<file path="config.mk">
export PLATFORM = sky130hd
export DESIGN_NAME = kinase_activity_seq
export DESIGN_NICKNAME = d
export VERILOG_FILES = /design/src/rtl/kinase_seq_pkg.sv /design/src/rtl/kinase_activity_seq_prescaler.sv /design/src/rtl/kinase_activity_seq.sv
export SDC_FILE = /design/constraint.sdc
export NUM_CORES = 1
export LEC_CHECK = 0
export ABC_CLOCK_PERIOD_IN_PS = 2300
export CORE_MARGIN = 2
export CORE_UTILIZATION = 25
export DETAILED_ROUTE_END_ITERATION = 8
export MAX_ROUTING_LAYER = met4
export SETUP_SLACK_MARGIN = 0.05
export SLEW_MARGIN = 5
export SYNTH_ARGS = -nofsm -noshare
export SYNTH_HDL_FRONTEND = slang
export SYNTH_SLANG_ARGS = --single-unit
</file>
<file path="constraint.sdc">
create_clock -name clk -period 2.3 [get_ports clk]
set_input_delay 0.345 -clock clk [delete_from_list [all_inputs] [get_ports clk]]
set_output_delay 0.345 -clock clk [all_outputs]
set_load 0.05 [all_outputs]
</file>
<file path="src/rtl/kinase_seq_pkg.sv">
// Shared encodings, state type and valve pattern tables for the kinase
// activity control sequencer.
package kinase_seq_pkg;

    localparam logic [1:0] OP_SET_A = 2'd0;
    localparam logic [1:0] OP_SET_S = 2'd1;
    localparam logic [1:0] OP_PUMP  = 2'd2;
    localparam logic [1:0] OP_WAIT  = 2'd3;

    typedef enum logic [1:0] {
        ST_IDLE = 2'd0,
        ST_PUMP = 2'd1,
        ST_WAIT = 2'd2
    } seq_state_t;

    localparam logic [2:0] PUMP_A_PATTERN [6] = '{3'b110, 3'b100, 3'b101, 3'b001, 3'b011, 3'b010};
    localparam logic [1:0] PUMP_B_PATTERN [2] = '{2'b10, 2'b01};

    localparam logic [2:0] PUMP_A_REST = 3'b111;
    localparam logic [1:0] PUMP_B_REST = 2'b11;

    // Phase walks modulo the selected pattern length: 6 for pump_a, 2 for pump_b.
    function automatic logic [2:0] step_phase(input logic [2:0] phase,
                                              input logic       rev,
                                              input logic       sel_b);
        logic [2:0] last;
        last = sel_b ? 3'd1 : 3'd5;
        if (rev) begin
            return (phase == 3'd0) ? last : phase - 3'd1;
        end
        return (phase == last) ? 3'd0 : phase + 3'd1;
    endfunction

endpackage

</file>
<file path="src/rtl/kinase_activity_seq_prescaler.sv">
// Free-running tick prescaler; restarted by clear so the first tick after a
// command acceptance lands exactly TICK_DIV clocks later.
module seq_tick_prescaler #(
    parameter int TICK_DIV = 1000
) (
    input  logic clk,
    input  logic rst,
    input  logic clear,
    output logic tick
);

    localparam int             CW   = (TICK_DIV > 1) ? $clog2(TICK_DIV) : 1;
    localparam logic [CW-1:0]  LAST = CW'(TICK_DIV - 1);

    logic [CW-1:0] r_count;

    assign tick = (r_count == LAST);

    // NOTE: state registers use non-blocking assignments so every flop samples
    // pre-edge values; blocking here would create order-dependent simulation.
    always_ff @(posedge clk or posedge rst) begin
        if (rst) begin
            r_count <= '0;
        end else if (clear || tick) begin
            r_count <= '0;
        end else begin
            r_count <= r_count + 1'b1;
        end
    end

endmodule

</file>
<file path="src/rtl/kinase_activity_seq.sv">
// Command sequencer driving the kinase_activity_2 valve and peristaltic pump
// lines: SET_A / SET_S valve writes, timed PUMP steps and WAIT delays.
module kinase_activity_seq
    import kinase_seq_pkg::*;
#(
    parameter int TICK_DIV = 1000,
    parameter int CTRL_A_W = 13,
    parameter int CTRL_S_W = 4,
    parameter int CNT_W    = 14
) (
    input  logic                clk,
    input  logic                rst,
    input  logic                cmd_valid,
    output logic                cmd_ready,
    input  logic [1:0]          cmd_op,
    input  logic [15:0]         cmd_arg,
    input  logic                abort,
    output logic                busy,
    output logic                done,
    output logic                aborted,
    output logic [CTRL_A_W-1:0] ctrl_a,
    output logic [CTRL_S_W-1:0] ctrl_s,
    output logic [2:0]          pump_a,
    output logic [1:0]          pump_b
);

    seq_state_t          r_state;
    logic [2:0]          r_phase;
    logic [15:0]         r_remaining;
    logic                r_sel_b;
    logic                r_rev;
    logic                r_done;
    logic                r_aborted;
    logic [CTRL_A_W-1:0] r_ctrl_a;
    logic [CTRL_S_W-1:0] r_ctrl_s;
    logic [2:0]          r_pump_a;
    logic [1:0]          r_pump_b;

    seq_state_t          w_state_nxt;
    logic [2:0]          w_phase_nxt;
    logic [15:0]         w_remaining_nxt;
    logic                w_sel_b_nxt;
    logic                w_rev_nxt;
    logic                w_done_nxt;
    logic                w_aborted_nxt;
    logic [CTRL_A_W-1:0] w_ctrl_a_nxt;
    logic [CTRL_S_W-1:0] w_ctrl_s_nxt;
    logic [2:0]          w_pump_a_nxt;
    logic [1:0]          w_pump_b_nxt;

    logic                w_accept;
    logic                w_tick;
    logic [CNT_W-1:0]    w_pump_n;
    logic [2:0]          w_step_phase;

    assign cmd_ready    = (r_state == ST_IDLE) && !abort;
    assign busy         = (r_state != ST_IDLE);
    assign w_accept     = cmd_valid && cmd_ready;
    assign w_pump_n     = cmd_arg[CNT_W-1:0];
    assign w_step_phase = step_phase(r_phase, r_rev, r_sel_b);

    seq_tick_prescaler #(
        .TICK_DIV (TICK_DIV)
    ) u_prescaler (
        .clk   (clk),
        .rst   (rst),
        .clear (w_accept),
        .tick  (w_tick)
    );

    // NOTE: every next-state signal is given its hold value first, so no path
    // through the case statements can leave one unassigned and infer a latch.
    always_comb begin
        w_state_nxt     = r_state;
        w_phase_nxt     = r_phase;
        w_remaining_nxt = r_remaining;
        w_sel_b_nxt     = r_sel_b;
        w_rev_nxt       = r_rev;
        w_done_nxt      = 1'b0;
        w_aborted_nxt   = 1'b0;
        w_ctrl_a_nxt    = r_ctrl_a;
        w_ctrl_s_nxt    = r_ctrl_s;
        w_pump_a_nxt    = r_pump_a;
        w_pump_b_nxt    = r_pump_b;

        case (r_state)
            ST_IDLE: begin
                if (w_accept) begin
                    case (cmd_op)
                        OP_SET_A: begin
                            w_ctrl_a_nxt = cmd_arg[CTRL_A_W-1:0];
                            w_done_nxt   = 1'b1;
                        end
                        OP_SET_S: begin
                            w_ctrl_s_nxt = cmd_arg[CTRL_S_W-1:0];
                            w_done_nxt   = 1'b1;
                        end
                        OP_PUMP: begin
                            if (w_pump_n == '0) begin
                                w_done_nxt = 1'b1;
                            end else begin
                                w_state_nxt     = ST_PUMP;
                                w_phase_nxt     = 3'd0;
                                w_remaining_nxt = 16'(w_pump_n);
                                w_sel_b_nxt     = cmd_arg[15];
                                w_rev_nxt       = cmd_arg[14];
                                if (cmd_arg[15]) begin
                                    w_pump_b_nxt = PUMP_B_PATTERN[0];
                                end else begin
                                    w_pump_a_nxt = PUMP_A_PATTERN[0];
                                end
                            end
                        end
                        OP_WAIT: begin
                            if (cmd_arg == 16'd0) begin
                                w_done_nxt = 1'b1;
                            end else begin
                                w_state_nxt     = ST_WAIT;
                                w_remaining_nxt = cmd_arg;
                            end
                        end
                        default: ;
                    endcase
                end
            end

            ST_PUMP: begin
                // Abort outranks a coincident final tick, so done and aborted never overlap.
                if (abort) begin
                    w_state_nxt   = ST_IDLE;
                    w_pump_a_nxt  = PUMP_A_REST;
                    w_pump_b_nxt  = PUMP_B_REST;
                    w_aborted_nxt = 1'b1;
                end else if (w_tick) begin
                    if (r_remaining == 16'd1) begin
                        w_state_nxt  = ST_IDLE;
                        w_pump_a_nxt = PUMP_A_REST;
                        w_pump_b_nxt = PUMP_B_REST;
                        w_done_nxt   = 1'b1;
                    end else begin
                        w_phase_nxt     = w_step_phase;
                        w_remaining_nxt = r_remaining - 16'd1;
                        if (r_sel_b) begin
                            w_pump_b_nxt = PUMP_B_PATTERN[w_step_phase[0]];
                        end else begin
                            w_pump_a_nxt = PUMP_A_PATTERN[w_step_phase];
                        end
                    end
                end
            end

            ST_WAIT: begin
                if (abort) begin
                    w_state_nxt   = ST_IDLE;
                    w_aborted_nxt = 1'b1;
                end else if (w_tick) begin
                    if (r_remaining == 16'd1) begin
                        w_state_nxt = ST_IDLE;
                        w_done_nxt  = 1'b1;
                    end
                    w_remaining_nxt = r_remaining - 16'd1;
                end
            end

            default: begin
                w_state_nxt  = ST_IDLE;
                w_pump_a_nxt = PUMP_A_REST;
                w_pump_b_nxt = PUMP_B_REST;
            end
        endcase
    end

    always_ff @(posedge clk or posedge rst) begin
        if (rst) begin
            r_state     <= ST_IDLE;
            r_phase     <= 3'd0;
            r_remaining <= 16'd0;
            r_sel_b     <= 1'b0;
            r_rev       <= 1'b0;
            r_done      <= 1'b0;
            r_aborted   <= 1'b0;
            r_ctrl_a    <= '0;
            r_ctrl_s    <= '0;
            r_pump_a    <= PUMP_A_REST;
            r_pump_b    <= PUMP_B_REST;
        end else begin
            r_state     <= w_state_nxt;
            r_phase     <= w_phase_nxt;
            r_remaining <= w_remaining_nxt;
            r_sel_b     <= w_sel_b_nxt;
            r_rev       <= w_rev_nxt;
            r_done      <= w_done_nxt;
            r_aborted   <= w_aborted_nxt;
            r_ctrl_a    <= w_ctrl_a_nxt;
            r_ctrl_s    <= w_ctrl_s_nxt;
            r_pump_a    <= w_pump_a_nxt;
            r_pump_b    <= w_pump_b_nxt;
        end
    end

    assign done    = r_done;
    assign aborted = r_aborted;
    assign ctrl_a  = r_ctrl_a;
    assign ctrl_s  = r_ctrl_s;
    assign pump_a  = r_pump_a;
    assign pump_b  = r_pump_b;

endmodule

</file>
* Word level (Yosys, flattened, before mapping)
Memory sizes are Yosys's and may differ from the RTL's. Index checks and enable logic that the tools add are counted.
Cells by class: muxes and demuxes 65, add/sub/neg operators 4, bitwise logic cells 4, magnitude comparators 2, shift-type cells 0, reductions and logical operators 22, equal/unequal tests 26, div/mod/pow operators 0, multiply operators 0
Operators with widths (number):
- $mux W16 | 8
- $mux W3 | 21
- $pmux W16 S3 | 1
- $mux W2 | 17
- $pmux W16 S2 | 1
- $reduce_and A7 Y1 | 3
- $eq A16 B1 Y1 const B | 1
- $logic_not A16 Y1 | 1
- $sub A16 B1 Y16 const B | 1
- $logic_not A14 Y1 | 1
- $ne A2 B2 Y1 const B | 6
- $add A10 B1 Y10 const B | 1
- $eq A10 B10 Y1 const B | 1
- $mux W10 | 1
- $reduce_and A10 Y1 | 1
- $mux W1 | 9
- $ne A3 B1 Y1 const B | 3
- $pmux W3 S3 | 1
- $ne A2 B1 Y1 const B | 4
- $ne A4 B4 Y1 const B | 2
- $pmux W2 S2 | 2
- $eq A2 B2 Y1 const B | 3
- $ne A3 B3 Y1 const B | 2
- $pmux W2 S3 | 1
- 24 further kinds | 31
Word-level totals: input port bits 22, output and inout bits 26, register bits 57, ROM bits 24, bits in writable memories 0, memories 1, latch bits 0, word-level logic and storage cells 136
Memory list:
- (name not given) | depth 8, width 3, rd ports 1, clocked after memory_dff 0, wr ports 0, line kinase_activity_seq.sv:146 | w_pump_a_nxt = PUMP_A_PATTERN[w_step_phase];

* Longest topological paths before layout
Gate-level depths: netlist of the first run.
depth after elaboration 13, mapped depth 9

* Hierarchy
Synthesis of the first run repeated with hierarchy kept, for this count alone.
Unflattened totals: cells, all modules 337, area total of the unflattened synthesis 3285.7 µm²
By module, submodules not included:
- kinase_activity_seq | area an instance 2740.1 µm², instances 1, cells an instance 280
- seq_tick_prescaler | area an instance 545.5 µm², instances 1, cells an instance 57

* Least setup slack after synthesis of the first run
No wires, ideal clock.
path type register to register, start register r_state[0], end register r_remaining[13], setup time 0.128 ns, clock period less this slack 2.865 ns, path slack -0.565 ns, stages on the path, launching flop included 10, arrival time 2.737 ns, path buffers 1, path through dfrtp_1 inv_1 ha_1 nor2b_1 and2_1 a311oi_1 a211oi_1 buf_4 mux2i_1 nand3_1
Between the ends: cells in the longest elaborated chain, start to end 5, elaborated cells between the ends (all ways) 17
Ends and longest elaborated chain:
- start: declaration | line kinase_activity_seq.sv:27 | seq_state_t r_state;
- start signal: assignment | line kinase_activity_seq.sv:187 | r_state <= w_state_nxt;
- $logic_not A2 Y1 | line kinase_activity_seq.sv:56 | assign cmd_ready = (r_state == ST_IDLE) && !abort;
- $logic_and A1 B1 Y1 | line kinase_activity_seq.sv:56
- named net cmd_ready | line kinase_activity_seq.sv:14 | output logic cmd_ready,
- $logic_and A1 B1 Y1 | line kinase_activity_seq.sv:58 | assign w_accept = cmd_valid && cmd_ready;
- $ne A2 B1 Y1 (no source line)
- $reduce_and A10 Y1 (no source line)
- end signal: assignment | line kinase_activity_seq.sv:189 | r_remaining <= w_remaining_nxt;
- end: declaration | line kinase_activity_seq.sv:29 | logic [15:0] r_remaining;
The timed path passes the listed nets, and every way through them passes these cells. A chain may end at the register's enable or synchronous reset.

* Final worst setup path of the first run
start register r_remaining[10], end register r_pump_a[1] (netlist: pump_a[1])
Between the ends: cells in the longest elaborated chain, start to end 5, elaborated cells between the ends (all ways) 7
Ends and longest elaborated chain:
- $eq A16 B1 Y1 * | line kinase_activity_seq.sv:135 | if (r_remaining == 16'd1) begin
- $mux W3 | line kinase_activity_seq.sv:135
- $mux W3 | line kinase_activity_seq.sv:134 | end else if (w_tick) begin
- $mux W3 | line kinase_activity_seq.sv:129 | if (abort) begin
- $pmux W3 S3 | line kinase_activity_seq.sv:86 | case (r_state)
- end signal: assignment | line kinase_activity_seq.sv:196 | r_pump_a <= w_pump_a_nxt;
- end: declaration | line kinase_activity_seq.sv:36 | logic [2:0] r_pump_a;
Mark *: on every way between the ends. The rest lies on a longest branch, timed or not. The select of a mux whose other input is x is not followed.

==> results of run 1 <==
-- worst reg2reg max path, delay by kind of cell, from the launching register on --
family,cells,cell delay [ns]
and+or+nand+nor,2,1.01
AOI/OAI and AO/OA,2,0.36
DFF,1,0.37
buffers and inverters,1,0.15
muxes,1,0.35
-- timing repair --
action / CTS / global route
resized for setup: 15 / 20
hold buffers: 0 / 0
pin swaps: 7 / 7
gates cloned: 1 / 0
buffers inserted: 5 / 4
endpoints found under the setup margin: 26 / 26
-- layer usage --
layer  part of all wire  wire (um)  up-vias
met1               0.46       4220     1455
met4              0.011        104        0
met2               0.49       4420       69
li1                   -          -     1412
met5                  0          0        -
met3              0.037        334       15
-- final cells by class --
type / count / area (sq um)
inverters: 18 / 67.6
flip-flops and latches: 57 / 1430
well taps: 172 / 215
clock buffers: 14 / 274
multi-input cells: 237 / 1800
repair buffers: 120 / 1070
fillers: 1249 / 7620
clock inverters: 2 / 35.0
-- cell families (layout without fill, tap and decap cells) --
group | count (synthesis) | in the layout | share of synthesized area
mux | 33 | 33 | 0.113
simple gates | 125 | 125 | 0.219
flops | 57 | 57 | 0.452
xor+xnor | 7 | 7 | 0.0193
fa+ha+maj | 8 | 8 | 0.0316
buf+inv | 31 | 154 | 0.0399
compound gates | 63 | 64 | 0.125
-- final timing paths --
check,to,slack (ns),depth (start not counted)
min in group clk,ctrl_s[0],0.49,2
setup / recovery,pump_a[1],-0.01,6
hold / removal,u_prescaler.r_count[8],0.40,2
setup reg to reg,pump_a[1],-0.01,6
max in group asynchronous,ctrl_a[9],1.23,3
hold reg to reg,ctrl_s[0],0.49,2
-- cell usage after synthesis (2+ instances only) --
library cell	n
and3_1	3
nor2b_1	5
xor2_1	5
nand3b_1	5
or2_2	2
nand2_1	23
o32ai_1	2
o21ai_0	8
or4_4	3
o21ai_1	3
xnor2_1	2
nor3_1	5
nand2b_1	6
o2bb2ai_1	3
mux2_2	23
nor3b_1	5
a21o_1	2
a31oi_1	2
nor4_1	5
and2_1	4
or3_2	2
nor2_1	21
clkbuf_1	9
a311oi_1	2
nor4b_1	2
o31ai_1	4
or3_1	6
a21oi_1	23
o22ai_1	4
buf_2	2
o211ai_1	2
mux2i_1	10
dfrtp_1	52
ha_1	8
dfstp_2	5
inv_1	18
nand4_1	2
a22o_1	2
nand3_1	20
nand4b_1	2
-- stage by stage --
stage          std cells  utilization
2_1_floorplan        324            -
3_3_place_gp         594        0.347
3_5_place_dp         594        0.347
4_1_cts              616        0.382
5_1_grt              620        0.391
6_report             620        0.391
-- placed cells by master (no fill, tap or decap), types with 4 or more instances in the layout --
master           netlist  final
clkdlybuf4s50_1        0     45
o21ai_0                8      7
nand3b_1               5      5
xor2_1                 5      5
mux2_2                23     22
nand2b_1               6      6
nand2_1               23     21
o31ai_1                4      4
buf_4                  1     67
inv_1                 18     16
dfstp_2                5      5
nand3_1               20     20
nor2_1                21     21
o22ai_1                4      4
dfrtp_1               52     52
buf_6                  0      5
or3_1                  6      5
clkbuf_16              0      9
mux2i_1               10     10
a21oi_1               23     15
nor3_1                 5      4
nor2b_1                5      4
nor3b_1                5      4
a21oi_2                0      7
ha_1                   8      6
-- state kept, by name, indices dropped and copies added, names as in the netlist, 2 cells and up --
register             cells
pump_a                   3
r_phase                  3
r_remaining             16
r_state                  2
pump_b                   2
u_prescaler.r_count     10
ctrl_s                   4
ctrl_a                  13
-- report_power, final --
group	internal [mW]	switching [mW]
Clock	0.926	0.467
Sequential	1.46	0.273
Combinational	1.86	2.34
==> flow_summary.ini, run 1 <==
[die]
start_util = 0.253
rows = 41
top_level_ports = 48
core_area_sq_um = 12500
die_area_sq_um = 13600
dieWidth_um = 117
chipHeight_um = 117

[power]
power_mw = 7.33
irDropWorstVdd_uv = 690
powerDensity_nw_per_um2 = 1500
p_leak_nw = 2.04

[layout]
area_growth_pct = 54.5
diodes = 0
final_area_sq_um = 4900
nets = 473
drive_above_1_share = 0.350

[worst_setup_path]
endpoint_kind = flop
crit_required_ns = 2.55
slowest_delay_ns = 0.54
rr_startpoint = r_remaining[10]
cpMostUsedCell = or4_4
worstPathMaxFanout = 3
critical_path_buf_inv_count = 1
startpoint_type = flop
path_delay_family = simple AND/OR/NAND/NOR gates
crit_type = reg2reg
arrival_ns = 2.56
startpoint = r_remaining[10]
slowest_stage = or4_4
worstPathCellList = or4_4 > or4_4 > buf_6 > o21ai_4 > o211ai_1 > mux2_4

[flow_run]
drv_cap = 0

[synthesis]
synth.avg_cell_area_sq_um = 9.79
synthesis.nets = 354
yosys-top-cells-area = dfrtp_1 (41%), mux2_2 (8.2%), dfstp_2 (4.1%)
synth_area_sq_um = 3170
synth_edf_count = 0
synth_cell_types = 52
async_flop_share = 1.00
synth_seq_cells = 57
yosysTopAreaCell = dfrtp_1
ys.flop_type = dfrtp_1
ys_seq_area_frac = 0.452
syn_inst = 324
yosys_warnings = 0
netlist.area_leader.share = 0.410

[clock_network]
cts_sinks = 57
path_clk_slew_ns = 0.05
cts_tree = built
cts_buffers = 9
cts_buffer_depth = 2
root_buffer = clkbuf_16
cts_max_level = 3
clkLatencyLatePin_ns = 0.32

[sta]
tns_ns = -0.0224
holdWs_ns = 0.401
fin_crit_sh = 1.01
final_hold_viol_count = 0
max_freq_mhz = 432
slew_viol_final = 0
rsz0062_at_grt = true
setup_ws_ns = -0.0138
period_needed_ns = 2.31
tightest_slew_ns = 0.560
fin_skew_ns = 0.00636
relSlewSlack = 0.626
setup_viol = 2

[grt]
grt_antenna_before_repair = 0
grt_pass1_wl_um = 14800
grt_use_met1 = 0.181
met3_usage = 0.0368
busiest_layer = met2
grt_pass1_vias = 3033
grt_start_max_net_pins = 29
gr-total-overflow = 0
grtUsageTotal = 0.144
use_met2 = 0.232

[drt]
wire_per_inst_um = 14.6
drc = 0
via_per_inst = 4.76
firstDrtPassIters = 4
drt_first_iter_violations = 125
num_vias = 2951
drt.antenna.violating_nets = 0
totalWireLength_um = 9080

[placed_design]
gp_congestion = 0.942
io_buffers = 47
post_dp_cell_area_sq_um = 4340
placement.setup.worst_slack_ns = -0.907
dpl.hpwl_um = 6370

[min_path]
hold_path_class = in2async

[run_status]
status = finished, violations left
violations = setup timing
Power figures use the tool's default switching activity.
==> run 2, diff against run 1 <==
--- a/config.mk
+++ b/config.mk
@@ -5,6 +5,7 @@
 export SDC_FILE = /design/constraint.sdc
 export NUM_CORES = 1
 export LEC_CHECK = 0
+export ABC_AREA = 1
 export ABC_CLOCK_PERIOD_IN_PS = 2300
 export CORE_MARGIN = 2
 export CORE_UTILIZATION = 25
==> run 2 against run 1 <==
The run now ends clean. Wire length rose by 1.3%. Cell area fell by 5.8%. Clock power rose by 4%. Cell count rose by 21%. Highest routed layer unchanged.
==> flow_summary.ini, run 2 <==
[run_status]
status = finished clean

[drt]
drc = 0
firstDrtPassIters = 4
drt_first_iter_violations = 233
num_vias = 3290
drt.antenna.violating_nets = 0
via_per_inst = 4.38
totalWireLength_um = 9200
wire_per_inst_um = 12.3

[sta]
relSlewSlack = 0.644
setup_viol = 0
tightest_slew_ns = 0.533
final_hold_viol_count = 0
fin_skew_ns = 0.00724
period_needed_ns = 2.03
max_freq_mhz = 493
fin_crit_sh = 0.883
tns_ns = 0
slew_viol_final = 0
rsz0062_at_grt = false

[grt]
grt_use_met1 = 0.181
gr-total-overflow = 0
grt_antenna_before_repair = 0
grtUsageTotal = 0.136
use_met2 = 0.207
met3_usage = 0.0247
busiest_layer = met2
grt_pass1_vias = 3191
grt_pass1_wl_um = 15700
grt_start_max_net_pins = 58

[synthesis]
yosys_warnings = 0
synth_seq_cells = 57
netlist.area_leader.share = 0.364
syn_inst = 509
synth_cell_types = 34
synth_edf_count = 0
async_flop_share = 1.00
ys.flop_type = dfrtp_1
synth.avg_cell_area_sq_um = 7.03
yosys-top-cells-area = dfrtp_1 (36%), nand2_1 (16%), nor2_1 (8.5%)
yosysMostFrequentCell = nand2_1
synth_common_cells = nand2_1 (153), nor2_1 (81), inv_1 (59)
yosysTopAreaCell = dfrtp_1
synthesis.nets = 539
ys_seq_area_frac = 0.400
synth_area_sq_um = 3580

[worst_setup_path]
worstPathMaxFanout = 2
path_delay_family = buffers and inverters
rrSetupSlack_ns = 0.31
crit_type = reg2out
crit_required_ns = 1.96
rr_startpoint = r_state[0]
critical_path_buf_inv_count = 1
r2r_end = ctrl_a[9]
slowest_delay_ns = 0.82
arrival_ns = 1.69
slowest_stage = clkdlybuf4s50_1
worstRegToRegCells = 9
worstPathCellList = clkdlybuf4s50_1
endpoint_kind = primary output
startpoint_type = flop

[layout]
final_common_cell = nand2_1
mostFrequentLayoutCells = nand2_1 (153), nor2_1 (81), inv_1 (58)
regMostFlops = r_remaining
multiInputGateArea_sq_um = 1850
n_fill_cell = 1464
drive_above_1_share = 0.116
final_core_util = 0.331
diodes = 0
nets = 596
seqCellArea_sq_um = 1430
area_growth_pct = 28.9
largest_reg_flops = 16

[clock_network]
cts.repair.resized = 0
cts_buffer_depth = 2
postCtsSetupBuffers = 0
root_buffer = clkbuf_16
holdBufCountCts = 0
cts_buffers = 9
cts_tree = built
path_clk_slew_ns = 0.06
clkLatencyLatePin_ns = 0.34
cts_max_level = 3
cts_sinks = 57

[power]
powerDensity_nw_per_um2 = 1520
irDropWorstVdd_uv = 642
p_leak_nw = 2.26

[placed_design]
gp_congestion = 0.850
io_buffers = 47
dpl.hpwl_um = 6760

[min_path]
hold_path_class = in2async

[die]
rows = 43
chipHeight_um = 124
core_area_sq_um = 13900
start_util = 0.257
top_level_ports = 48
die_area_sq_um = 15300
dieWidth_um = 124

[flow_run]
drv_cap = 0
==> run 2: cell count changes after synthesis, sizes merged, moves of 6 or more <==
| cell | change |
|---|---|
| nand3 | +39 |
| or3 | -9 |
| nor2 | +64 |
| nand2 | +138 |
| inv | +42 |
| nand2b | -6 |
| clkbuf | -6 |
| o21ai | +6 |
| mux2 | -14 |
| mux2i | -10 |
==> run 2: cell type report <==
class	instances	area share
clock inverter	7	0.0206
inverter	60	0.0493
multi-input combinational	382	0.401
tap	180	0.0488
timing repair buffer	56	0.121
clock buffer	9	0.0488
sequential	57	0.310
==> run 2: how the worst max path moves through the flow <==
stage,start,endpoint,cells past startpoint
2_1_floorplan,r_state[0],ctrl_a[0],8
6_report,pump_a[0],pump_a[0],1
4_1_cts,pump_a[1],pump_a[1],1
3_5_place_dp,cmd_op[1],r_state[0],10
5_1_grt,r_state[0],ctrl_a[9],9
3_3_place_gp,cmd_op[1],r_state[0],10
==> run 2: logic make-up (layout without fill, tap and decap cells) <==
kind of cell	Yosys count	after routing	synth area share
multiplexers	9	9	0.0283
AO/OA/AOI/OAI	42	42	0.0661
buffers and inverters	70	132	0.0828
XOR/XNOR	3	3	0.00734
AND/OR/NAND/NOR	320	320	0.387
adder cells (fa/ha/maj)	8	8	0.0280
flip-flops	57	57	0.400
==> run 2: metal layers <==
layer / vias up / share of wire / wire (um)
met5: - / 0 / 0
met4: 0 / 0.013 / 123
met3: 10 / 0.030 / 276
met2: 55 / 0.45 / 4140
met1: 1503 / 0.51 / 4660
li1: 1722 / - / -
==> run 2: metrics by stage <==
| step | power [mW] | instances | area (sq um) | worst slack, ns | hold WS [ns] |
|---|---|---|---|---|---|
| detailed placement | 5.59 | 735 | 4290 | 0.152 | 0.457 |
| finish | 7.02 | 751 | 4610 | 0.270 | 0.366 |
| global placement | 5.58 | 735 | 4290 | 0.140 | 0.453 |
| global route | 7.61 | 751 | 4610 | 0.135 | 0.434 |
| floorplan | 4.53 | 509 | 3580 | 0.182 | 0.433 |
| CTS | 7.08 | 751 | 4610 | 0.251 | 0.393 |
==> run 2: power by group <==
group | switching (mW) | internal [mW] | leakage [nW]
Clock | 0.504 | 0.947 | 0.155
Sequential | 0.348 | 1.47 | 0.703
Combinational | 2.50 | 1.25 | 1.40
==> run 3, diff against run 2 <==
--- a/config.mk
+++ b/config.mk
@@ -7,6 +7,7 @@
 export LEC_CHECK = 0
 export ABC_AREA = 1
 export ABC_CLOCK_PERIOD_IN_PS = 2300
+export CORE_ASPECT_RATIO = 1.25
 export CORE_MARGIN = 2
 export CORE_UTILIZATION = 25
 export DETAILED_ROUTE_END_ITERATION = 8
==> run 3 against run 2 <==
Sequential share of layout area down 0.12 points. Cell count down 0.67%. Flip-flop and latch count unchanged. Utilization up 0.13 points. Critical path depth stayed put. Die area barely moved. Combinational power about the same. First-iteration DRC count down 21%. Critical endpoint unchanged. Highest routed layer unchanged.
==> flow_summary.ini, run 3 (synthesized netlist as in run 2, its figures left out) <==
[worst_setup_path]
worstPathMaxFanout = 2
critical_path_buf_inv_count = 1
path_delay_family = buffers and inverters
endpoint_kind = primary output
startpoint_type = flop
worstPathCellList = clkdlybuf4s50_1
arrival_ns = 1.70
crit_type = reg2out
slowest_stage = clkdlybuf4s50_1
slowest_delay_ns = 0.84
startpoint = pump_a[0]
crit_required_ns = 1.96
rr_startpoint = r_state[0]

[grt]
grt_pass1_vias = 3130
grt_pass1_wl_um = 15400
grt_start_max_net_pins = 42
grt_antenna_before_repair = 0
grtUsageTotal = 0.129
gr-total-overflow = 0

[sta]
rsz0062_at_grt = false
period_needed_ns = 2.05
fin_skew_ns = 0.00873
setup_viol = 0
tightest_slew_ns = 0.553
max_freq_mhz = 489
slew_viol_final = 0
tns_ns = 0
final_hold_viol_count = 0
relSlewSlack = 0.630
fin_crit_sh = 0.890

[min_path]
hold_path_class = in2async

[die]
start_util = 0.257
core_area_sq_um = 13900
top_level_ports = 48
dieWidth_um = 111
chipHeight_um = 138
die_area_sq_um = 15300
rows = 48

[drt]
drc = 0
wire_per_inst_um = 12.4
firstDrtPassIters = 6
via_per_inst = 4.42
drt_first_iter_violations = 185
num_vias = 3299
drt.antenna.violating_nets = 0
totalWireLength_um = 9250

[layout]
nets = 596
area_growth_pct = 29.4
mostFrequentLayoutCells = nand2_1 (153), nor2_1 (81), inv_1 (58)
final_area_sq_um = 4630
largest_reg_flops = 16
drive_above_1_share = 0.114
fin_cells = 746
final_common_cell = nand2_1
regMostFlops = r_remaining
diodes = 0

[clock_network]
path_clk_slew_ns = 0.06
cts_buffer_depth = 2
cts.repair.resized = 0
postCtsSetupBuffers = 0
cts_sinks = 57
root_buffer = clkbuf_16
cts_max_level = 3
cts_buffers = 9
cts_tree = built
holdBufCountCts = 0
clkLatencyLatePin_ns = 0.33

[power]
powerDensity_nw_per_um2 = 1520
power_mw = 7.02
p_leak_nw = 2.26
irDropWorstVdd_uv = 814

[placed_design]
gp_congestion = 0.812
dpl.hpwl_um = 6970
placed_cells = 730
post_dp_cell_area_sq_um = 4300
io_buffers = 47

[flow_run]
drv_cap = 0

[run_status]
status = finished clean
==> run 3: per-layer routing <==
layer  vias to the layer above  wire length (um)  GRT usage  share of wire
li1                       1722                 -          -              -
met1                      1508              4280      0.156           0.46
met2                        59              4550      0.220           0.49
met3                        10               263     0.0185          0.028
met4                         0               153     0.0494          0.017
met5                         -                 0          -              0
==> run 3: layout make-up <==
| cell class | instances | area, sq um |
|---|---|---|
| clock inverter | 4 | 75.1 |
| clock buffer | 12 | 256 |
| tap | 175 | 219 |
| multi-input combinational | 382 | 1850 |
| timing repair buffer | 56 | 571 |
| inverter | 60 | 228 |
| sequential | 57 | 1430 |
| fill | 1499 | 9300 |
==> run 3: final timing paths <==
check | end | slack, ns | cells past startpoint
min reg2reg | pump_b[1] | 0.46 | 2
max in group asynchronous | r_remaining[3] | 1.43 | 3
max | pump_a[0] | 0.25 | 1
min | u_prescaler.r_count[3] | 0.31 | 2
max reg2reg | r_phase[1] | 0.40 | 11
min in group clk | pump_b[1] | 0.46 | 2
==> run 3: power by group <==
group	internal [mW]	switching (mW)	total, mW
clock	1.01	0.470	1.48
combinational	1.24	2.49	3.73
sequential	1.47	0.343	1.81
==> run 3: stage by stage <==
stage	util	hold slack, ns	setup WS, ns
2_1_floorplan	-	0.433	0.182
3_3_place_gp	0.309	0.452	0.159
3_5_place_dp	0.309	0.454	0.130
4_1_cts	0.332	0.312	0.249
5_1_grt	0.332	0.340	0.169
6_report	0.332	0.307	0.253
